$ cat config.mk
export PLATFORM = sky130hd
export DESIGN_NAME = mem_port_arbiter
export DESIGN_NICKNAME = d
export VERILOG_FILES = /design/src/rtl/mem_arb_pkg.sv /design/src/rtl/mem_port_arbiter_sat_counter.sv /design/src/rtl/mem_port_arbiter.sv
export SDC_FILE = /design/constraint.sdc
export NUM_CORES = 1
export LEC_CHECK = 0
export ABC_AREA = 1
export ABC_CLOCK_PERIOD_IN_PS = 1500
export CAP_MARGIN = 0
export CORE_MARGIN = 3
export CORE_UTILIZATION = 22
export CTS_CLUSTER_SIZE = 8
export DETAILED_ROUTE_END_ITERATION = 10
export PLACE_DENSITY = 0.81
export SLEW_MARGIN = 20
export SYNTH_ARGS = -nofsm -noshare
export SYNTH_HDL_FRONTEND = slang
export SYNTH_SLANG_ARGS = --single-unit
$ cat constraint.sdc
create_clock -name clk -period 1.5 [get_ports clk]
set_input_delay 0.375 -clock clk [delete_from_list [all_inputs] [get_ports clk]]
set_output_delay 0.375 -clock clk [all_outputs]
set_load 0.02 [all_outputs]
$ cat src/rtl/mem_arb_pkg.sv
// mem_arb_pkg
//   Shared types for the memory port arbiter: the arbitration state
//   encoding and the encodings driven on the owner output.
package mem_arb_pkg;

    typedef enum logic [1:0] {
        IDLE  = 2'd0,
        CORE  = 2'd1,
        LOAD  = 2'd2,
        YIELD = 2'd3
    } arb_state_e;

    localparam logic [1:0] OWN_NONE = 2'b00;
    localparam logic [1:0] OWN_CORE = 2'b01;
    localparam logic [1:0] OWN_LD   = 2'b10;

endpackage

$ cat src/rtl/mem_port_arbiter_sat_counter.sv
// sat_counter
//   Saturating up-counter with synchronous active-low clear.
//   Ports:
//     clk    - system clock
//     clr_b  - synchronous clear, active low (wins over inc)
//     inc    - count up by one, holding at MAX
//     count  - current count
module sat_counter #(
    parameter int WIDTH = 8,
    parameter int MAX   = 255
) (
    input  logic             clk,
    input  logic             clr_b,
    input  logic             inc,
    output logic [WIDTH-1:0] count
);

    localparam logic [WIDTH-1:0] MAX_V = WIDTH'(MAX);

    logic [WIDTH-1:0] cnt_q;
    logic [WIDTH-1:0] cnt_d;

    always_comb begin
        cnt_d = cnt_q;
        if (!clr_b) begin
            cnt_d = '0;
        end else if (inc) begin
            cnt_d = (cnt_q >= MAX_V) ? MAX_V : cnt_q + 1'b1;
        end
    end

    always_ff @(posedge clk) begin
        cnt_q <= cnt_d;
    end

    assign count = cnt_q;

endmodule

$ cat src/rtl/mem_port_arbiter.sv
// mem_port_arbiter
//   Shares the single-port unified memory between the multicycle core and
//   the external program loader/debug port. The loader normally wins; after
//   MAX_BURST consecutive loader grants with the core waiting, the core is
//   given the next cycle.
//   Ports:
//     clk, rst                      - clock, synchronous active-low reset
//     core_req/addr/we/wd           - core access request and payload
//     core_stall                    - core lost arbitration this cycle
//     ld_req/addr/we/wd             - loader access request and payload
//     ld_gnt                        - loader access performed this cycle
//     ld_rvalid                     - previous loader read data is on RD
//     mem_addr/we/wd                - to memory macro
//     owner                         - 00 none, 01 core, 10 loader
//
//   state | meaning
//   IDLE  | no access last cycle, burst count clear
//   CORE  | core owned memory last cycle, burst count clear
//   LOAD  | loader owned memory last cycle, counting consecutive grants
//   YIELD | loader burst cap hit with core waiting; core has priority
module mem_port_arbiter
    import mem_arb_pkg::*;
#(
    parameter int ADDR_WIDTH = 32,
    parameter int DATA_WIDTH = 32,
    parameter int MAX_BURST  = 8
) (
    input  logic                  clk,
    input  logic                  rst,
    input  logic                  core_req,
    input  logic [ADDR_WIDTH-1:0] core_addr,
    input  logic                  core_we,
    input  logic [DATA_WIDTH-1:0] core_wd,
    output logic                  core_stall,
    input  logic                  ld_req,
    input  logic [ADDR_WIDTH-1:0] ld_addr,
    input  logic                  ld_we,
    input  logic [DATA_WIDTH-1:0] ld_wd,
    output logic                  ld_gnt,
    output logic                  ld_rvalid,
    output logic [ADDR_WIDTH-1:0] mem_addr,
    output logic                  mem_we,
    output logic [DATA_WIDTH-1:0] mem_wd,
    output logic [1:0]            owner
);

    arb_state_e st_q, st_d;
    logic       ld_rvalid_q, ld_rvalid_d;

    logic       core_win;
    logic       ld_win;
    logic       yield_drop;
    logic       burst_hit;
    logic       cnt_clr_b;
    logic [7:0] burst_cnt;

    // The post-increment count equals MAX_BURST exactly when the current
    // count is at least MAX_BURST-1 (the counter saturates at MAX_BURST).
    assign burst_hit  = burst_cnt >= 8'(MAX_BURST - 1);
    assign yield_drop = (st_q == YIELD) && !core_req;

    // Burst count survives only consecutive loader grants; anything else,
    // including the core giving up its YIELD slot, restarts it.
    assign cnt_clr_b = rst && ld_win && !yield_drop;

    sat_counter #(
        .WIDTH (8),
        .MAX   (MAX_BURST)
    ) u_burst_cnt (
        .clk   (clk),
        .clr_b (cnt_clr_b),
        .inc   (ld_win),
        .count (burst_cnt)
    );

    always_comb begin
        core_win = 1'b0;
        ld_win   = 1'b0;
        if (rst) begin
            if (st_q == YIELD) begin
                if (core_req)    core_win = 1'b1;
                else if (ld_req) ld_win   = 1'b1;
            end else begin
                if (ld_req)        ld_win   = 1'b1;
                else if (core_req) core_win = 1'b1;
            end
        end

        mem_addr = '0;
        mem_we   = 1'b0;
        mem_wd   = '0;
        owner    = OWN_NONE;
        if (ld_win) begin
            mem_addr = ld_addr;
            mem_we   = ld_we;
            mem_wd   = ld_wd;
            owner    = OWN_LD;
        end else if (core_win) begin
            mem_addr = core_addr;
            mem_we   = core_we;
            mem_wd   = core_wd;
            owner    = OWN_CORE;
        end

        core_stall  = core_req && !core_win;
        ld_gnt      = ld_win;
        ld_rvalid_d = ld_win && !ld_we;

        if (yield_drop) begin
            st_d = IDLE;
        end else if (ld_win) begin
            st_d = (burst_hit && core_req) ? YIELD : LOAD;
        end else if (core_win) begin
            st_d = CORE;
        end else begin
            st_d = IDLE;
        end
    end

    always_ff @(posedge clk) begin
        if (!rst) begin
            st_q        <= IDLE;
            ld_rvalid_q <= 1'b0;
        end else begin
            st_q        <= st_d;
            ld_rvalid_q <= ld_rvalid_d;
        end
    end

    assign ld_rvalid = ld_rvalid_q;

endmodule
======== Word-level counts from Yosys, hierarchy flattened ========
Cells that the tools add are included.
operators by class
  $add $sub $neg .......................... 1
  multipliers ............................. 0
  div/mod/pow operators ................... 0
  $lt $le $gt $ge ......................... 2
  equal/unequal tests ..................... 1
  shifts and indexed selects .............. 0
  muxes and demuxes ....................... 19
  bitwise operators ....................... 1
  reductions and logical operators ........ 11
operators with widths
  kind                                                                count
  2-to-1 mux 32 bit                                                   4
  2-to-1 mux 1 bit                                                    12
  adder 8 x 1 -> 8 bit (second input constant)                        1
  greater-or-equal comparator 8 x 3 -> 1 bit (second input constant)  1
  greater-or-equal comparator 8 x 4 -> 1 bit (second input constant)  1
  2-to-1 mux 8 bit                                                    1
  logical AND 1 bit                                                   6
  zero test 1 bit                                                     4
  2-to-1 mux 2 bit                                                    2
  == test 2 bit (second input constant)                               1
  OR reduction 2 bit                                                  1
  NOT 1 bit                                                           1
storage, ports and cells
  bits in registers ....................... 11
  latch bits .............................. 0
  memory bits (writable) .................. 0
  bits in read-only memories .............. 0
  input port bits ......................... 134
  output and inout port bits .............. 70
  word-level logic and storage cells ...... 38
  memories kept ........................... 0

======== Logic depth before layout (Yosys ltp) ========
  depth in word-level cells ............... 6
  gate-level depth with buffers ........... 8
  gate-level depth less buffers ........... 6

======== By module ========
A second synthesis with hierarchy kept.
unflattened totals
  cell total of the unflattened synthesis .. 277
  area total of the unflattened synthesis .. 1486.4 um2
by module, submodules not included
  module            times used  cells each  area each (um2)  sequential area each (um2)
  mem_port_arbiter  1           235         1156.1           60.1
  sat_counter       1           42          330.3            160.2

======== Least setup slack after synthesis ========
OpenSTA, ideal clock, no wires.
  path kind ............................... input-to-output
  start ................................... input rst
  end ..................................... output mem_addr[0]
  data arrival time ....................... 1.091 ns
  required time ........................... 1.125 ns
  slack ................................... 0.034 ns
  stages on the path ...................... 6
  buffers on the path ..................... 2
  cell sequence ........................... nand2_1 -> a21oi_2 -> buf_4 -> buf_4 -> nand2_1 -> nand2_1
between the ends
  longest elaborated chain between the ends .. 3
  elaborated cells on any way between the ends .. 4
  those cells by class .................... mux: 4
ends and longest elaborated chain
  item                 RTL line                source
  start, declared      mem_port_arbiter.sv:29  input logic rst,
  2-to-1 mux 1 bit     mem_port_arbiter.sv:79  if (rst) begin
  2-to-1 mux 32 bit    mem_port_arbiter.sv:98  end else if (core_win) begin
  2-to-1 mux 32 bit *  mem_port_arbiter.sv:93  if (ld_win) begin
  end, declared        mem_port_arbiter.sv:41  output logic [ADDR_WIDTH-1:0] mem_addr,
Mark *: on every way between the ends. The rest lies on a longest branch, timed or not.

======== Worst setup path after layout ========
  start ................................... register st_q[0]
  end ..................................... output mem_wd[0]
between the ends
  longest elaborated chain between the ends .. 5
  elaborated cells on any way between the ends .. 7
  those cells by class .................... eq/ne: 1; mux: 6
ends and longest elaborated chain
  item                    RTL line                 source
  start, declared         mem_port_arbiter.sv:47   arb_state_e st_q, st_d;
  start signal, assigned  mem_port_arbiter.sv:125  st_q <= st_d;
  == test 2 bit *         mem_port_arbiter.sv:80   if (st_q == YIELD) begin
  2-to-1 mux 1 bit        mem_port_arbiter.sv:80
  2-to-1 mux 1 bit        mem_port_arbiter.sv:79
  2-to-1 mux 32 bit       mem_port_arbiter.sv:98
  2-to-1 mux 32 bit *     mem_port_arbiter.sv:93
  end, declared           mem_port_arbiter.sv:43   output logic [DATA_WIDTH-1:0] mem_wd,
Marked as above.

==> results.py <==
metrics = {
    "run_status": {
        "outcome": "complete, but fails checks",
        "violations": "setup timing",
    },
    "yosys": {
        "seq_area_frac_synth": 0.1772,
        "synth_largest_area_cell": "nand2_1",
        "synthDistinctLibCells": 14,
        "postSynth.asyncResetShare": 0,
        "synth_top_flop_cell": "dfxtp_1",
        "synth_area_um2": 1242,
        "avgSynthCellArea_um2": 4.760,
        "syn_inst": 261,
        "ys_ff_latch": 11,
        "synth_top_cell_area_share": 0.6193,
        "synth_edf_count": 0,
        "synth_area_leaders": "nand2_1, dfxtp_1, buf_4",
        "ys_warn_count": 0,
    },
    "die": {
        "rows": 26,
        "dieArea_um2": 6585,
        "initial_core_util": 0.2358,
        "die_w_um": 81.15,
        "die_y_um": 81.15,
        "io_pins": 204,
        "design.core.area_um2": 5270,
    },
    "pwr": {
        "leakage_nw": 2.182,
        "ir_worst_vdd_mv": 0.4949,
        "powerDensity_nw_per_um2": 429.0,
        "p_comb_frac": 0.671,
        "p_clk_frac": 0.160,
        "p_int_w": 0.001209,
        "seqPwrFrac": 0.169,
        "power_switching_w": 0.0006327,
        "p_sw_frac": 0.3435,
    },
    "setup_path": {
        "worstSetupEndpointType": "primary output",
        "path_class": "register to primary output",
        "start_kind": "register",
        "worstPathArrival_ns": 1.57,
        "worst-path-max-fanout": 6,
        "critical_path_required_ns": 1.12,
    },
    "route": {
        "drcViolationCount": 0,
        "via_per_inst": 4.720,
        "avgRoutedWirePerCell_um": 19.17,
        "drt_iter0_drc": 184,
        "vias": 2667,
        "drtPass1Iterations": 4,
        "ant_nets": 0,
        "drt_wl_total_um": 10830,
    },
    "timing": {
        "post-route-worst-setup-slack_ns": -0.4492,
        "drv_slew": 0,
        "timing.fmax_mhz": 513.0,
        "period_share": 1.299,
        "setup_viol": 69,
        "rsz0062_at_grt": "yes",
        "hold_viol": 0,
        "period_minus_slack_ns": 1.949,
        "finClkSkew_ns": 0.002287,
        "finalSetupTns_ns": -22.07,
    },
    "global_route": {
        "grt_max_degree": 16,
        "grt_pass1_wl_um": 13290,
        "grt_pass1_vias": 2470,
        "grt_overflow": 0,
        "grt_use_total": 0.2679,
        "antenna_found_initial": 0,
    },
    "cts": {
        "cts_tree": "built",
        "hold_buffers": 0,
        "cts_made_buffers": 3,
        "clk_pin_slew_worst_paths_ns": 0.05,
        "root_buffer": "clkbuf_8",
        "htreeDepth": 1,
        "cts_buffer_depth": 2,
        "cts_sinks": 11,
        "insertion_delay_ns": 0.24,
    },
    "placed_design": {
        "gp_congestion": 0.8626,
        "io_buffers": 203,
        "dpl.hpwl_um": 6667,
        "dpl_worst_slack_ns": -1.056,
    },
    "finish": {
        "nNetsFinal": 632,
        "diodes": 0,
        "syn_to_final_growth_pct": 245.5,
        "drive_above_1_share": 0.3717,
        "nFillCells": 299,
    },
    "min_path": {
        "holdCritPathClass": "register to register",
    },
    "flow_run": {
        "drv_cap": 0,
    },
}
==> kinds of logic (layout without fill, tap and decap cells) <==
logic type | count (synthesis) | in the layout | synth area share
simple gates | 217 | 217 | 0.6616
buf+inv | 27 | 258 | 0.1229
flops | 11 | 11 | 0.1772
compound gates | 3 | 3 | 0.01511
fa+ha+maj | 2 | 2 | 0.02014
other cells | 1 | 4 | 0.003018
==> worst max-delay path, cell delays in order (launching register included) <==
cell and delay [ns]:
dfxtp_2 0.34, nand2_2 0.08, a21oi_4 0.18, buf_6 0.15, buf_12 0.11, buf_16 0.12, buf_6 0.11, nand2_2 0.05
nand2_2 0.07, buf_6 0.12
==> cell usage in the layout, fill, tap and decap left out, drive strengths merged, types with 3 or more instances in the layout <==
cell and instances:
a21oi 3, buf 107, clkbuf 5, clkdlybuf4s50 130, conb 4, dfxtp 11, inv 12, nand2 205
nand3 4, nor2 7
==> layout make-up <==
type,instances,area (um2),area share
clock buffer,4,45.04,0.01049
inverter,12,52.55,0.01224
multi-input combinational,226,1171,0.2728
sequential,11,222.7,0.05188
tap,70,87.58,0.02040
timing repair buffer,242,2714,0.6322
==> worst paths after layout <==
kind,to,slack [ns],startpoint,depth (start not counted)
worst max register to register,u_burst_cnt.count[0],0.46,st_q[0],7
worst min-delay path,u_burst_cnt.count[0],0.46,u_burst_cnt.count[0],1
worst min register to register,u_burst_cnt.count[0],0.46,u_burst_cnt.count[0],1
worst max-delay path,mem_wd[0],-0.45,st_q[0],9
==> cell usage after synthesis (2+ instances only) <==
| library cell | number |
|---|---|
| nand3_1 | 4 |
| buf_2 | 5 |
| nand2_1 | 205 |
| buf_4 | 8 |
| a21oi_1 | 2 |
| ha_1 | 2 |
| nor2_1 | 7 |
| buf_6 | 2 |
| inv_1 | 10 |
| inv_2 | 2 |
| dfxtp_1 | 11 |
==> through the flow <==
step / power, W / cells / hold WS [ns] / utilization / instance area (um2)
after CTS: 0.001721 / 565 / 0.4713 / 0.7521 / 3964
after floorplan: 0.0006315 / 264 / 0.4299 / - / 1254
after global routing: 0.001921 / 565 / 0.4925 / 0.8146 / 4293
after global placement: 0.001256 / 534 / 0.4456 / 0.6477 / 3413
after detailed placement: 0.001264 / 534 / 0.4592 / 0.6477 / 3413
final: 0.001842 / 565 / 0.4645 / 0.8146 / 4293
==> power by group through the flow <==
stage,Sequential [W],Combinational [W],Clock (W)
after global placement,0.000314,0.000942,0
after floorplan,0.000315,0.000317,0
after detailed placement,0.000315,0.000949,0
after global routing,0.000312,0.00128,0.000326
final,0.000311,0.00124,0.000295
after CTS,0.000311,0.00111,0.000302
==> flip-flops by register name (all words and copies together) (netlist names) <==
register,cells
st_q,2
ld_rvalid,1
u_burst_cnt.count,8
==> timing repair <==
action | CTS | global route
buffers inserted | 20 | 4
endpoints found under the setup margin | 70 | 69
resized for setup | 441 | 102
hold endpoints to repair | 0 | 0
pin swaps | 18 | 19
cloned | 7 | 1
==> per-layer routing <==
metal	part of all wire	global-route usage	vias up
met4	0.047	0.1149	0
li1	-	-	1231
met2	0.52	0.4877	137
met5	0	0	-
met1	0.33	0.2844	1247
met3	0.10	0.07982	52
No activity file was read; power rests on OpenSTA's default activity.
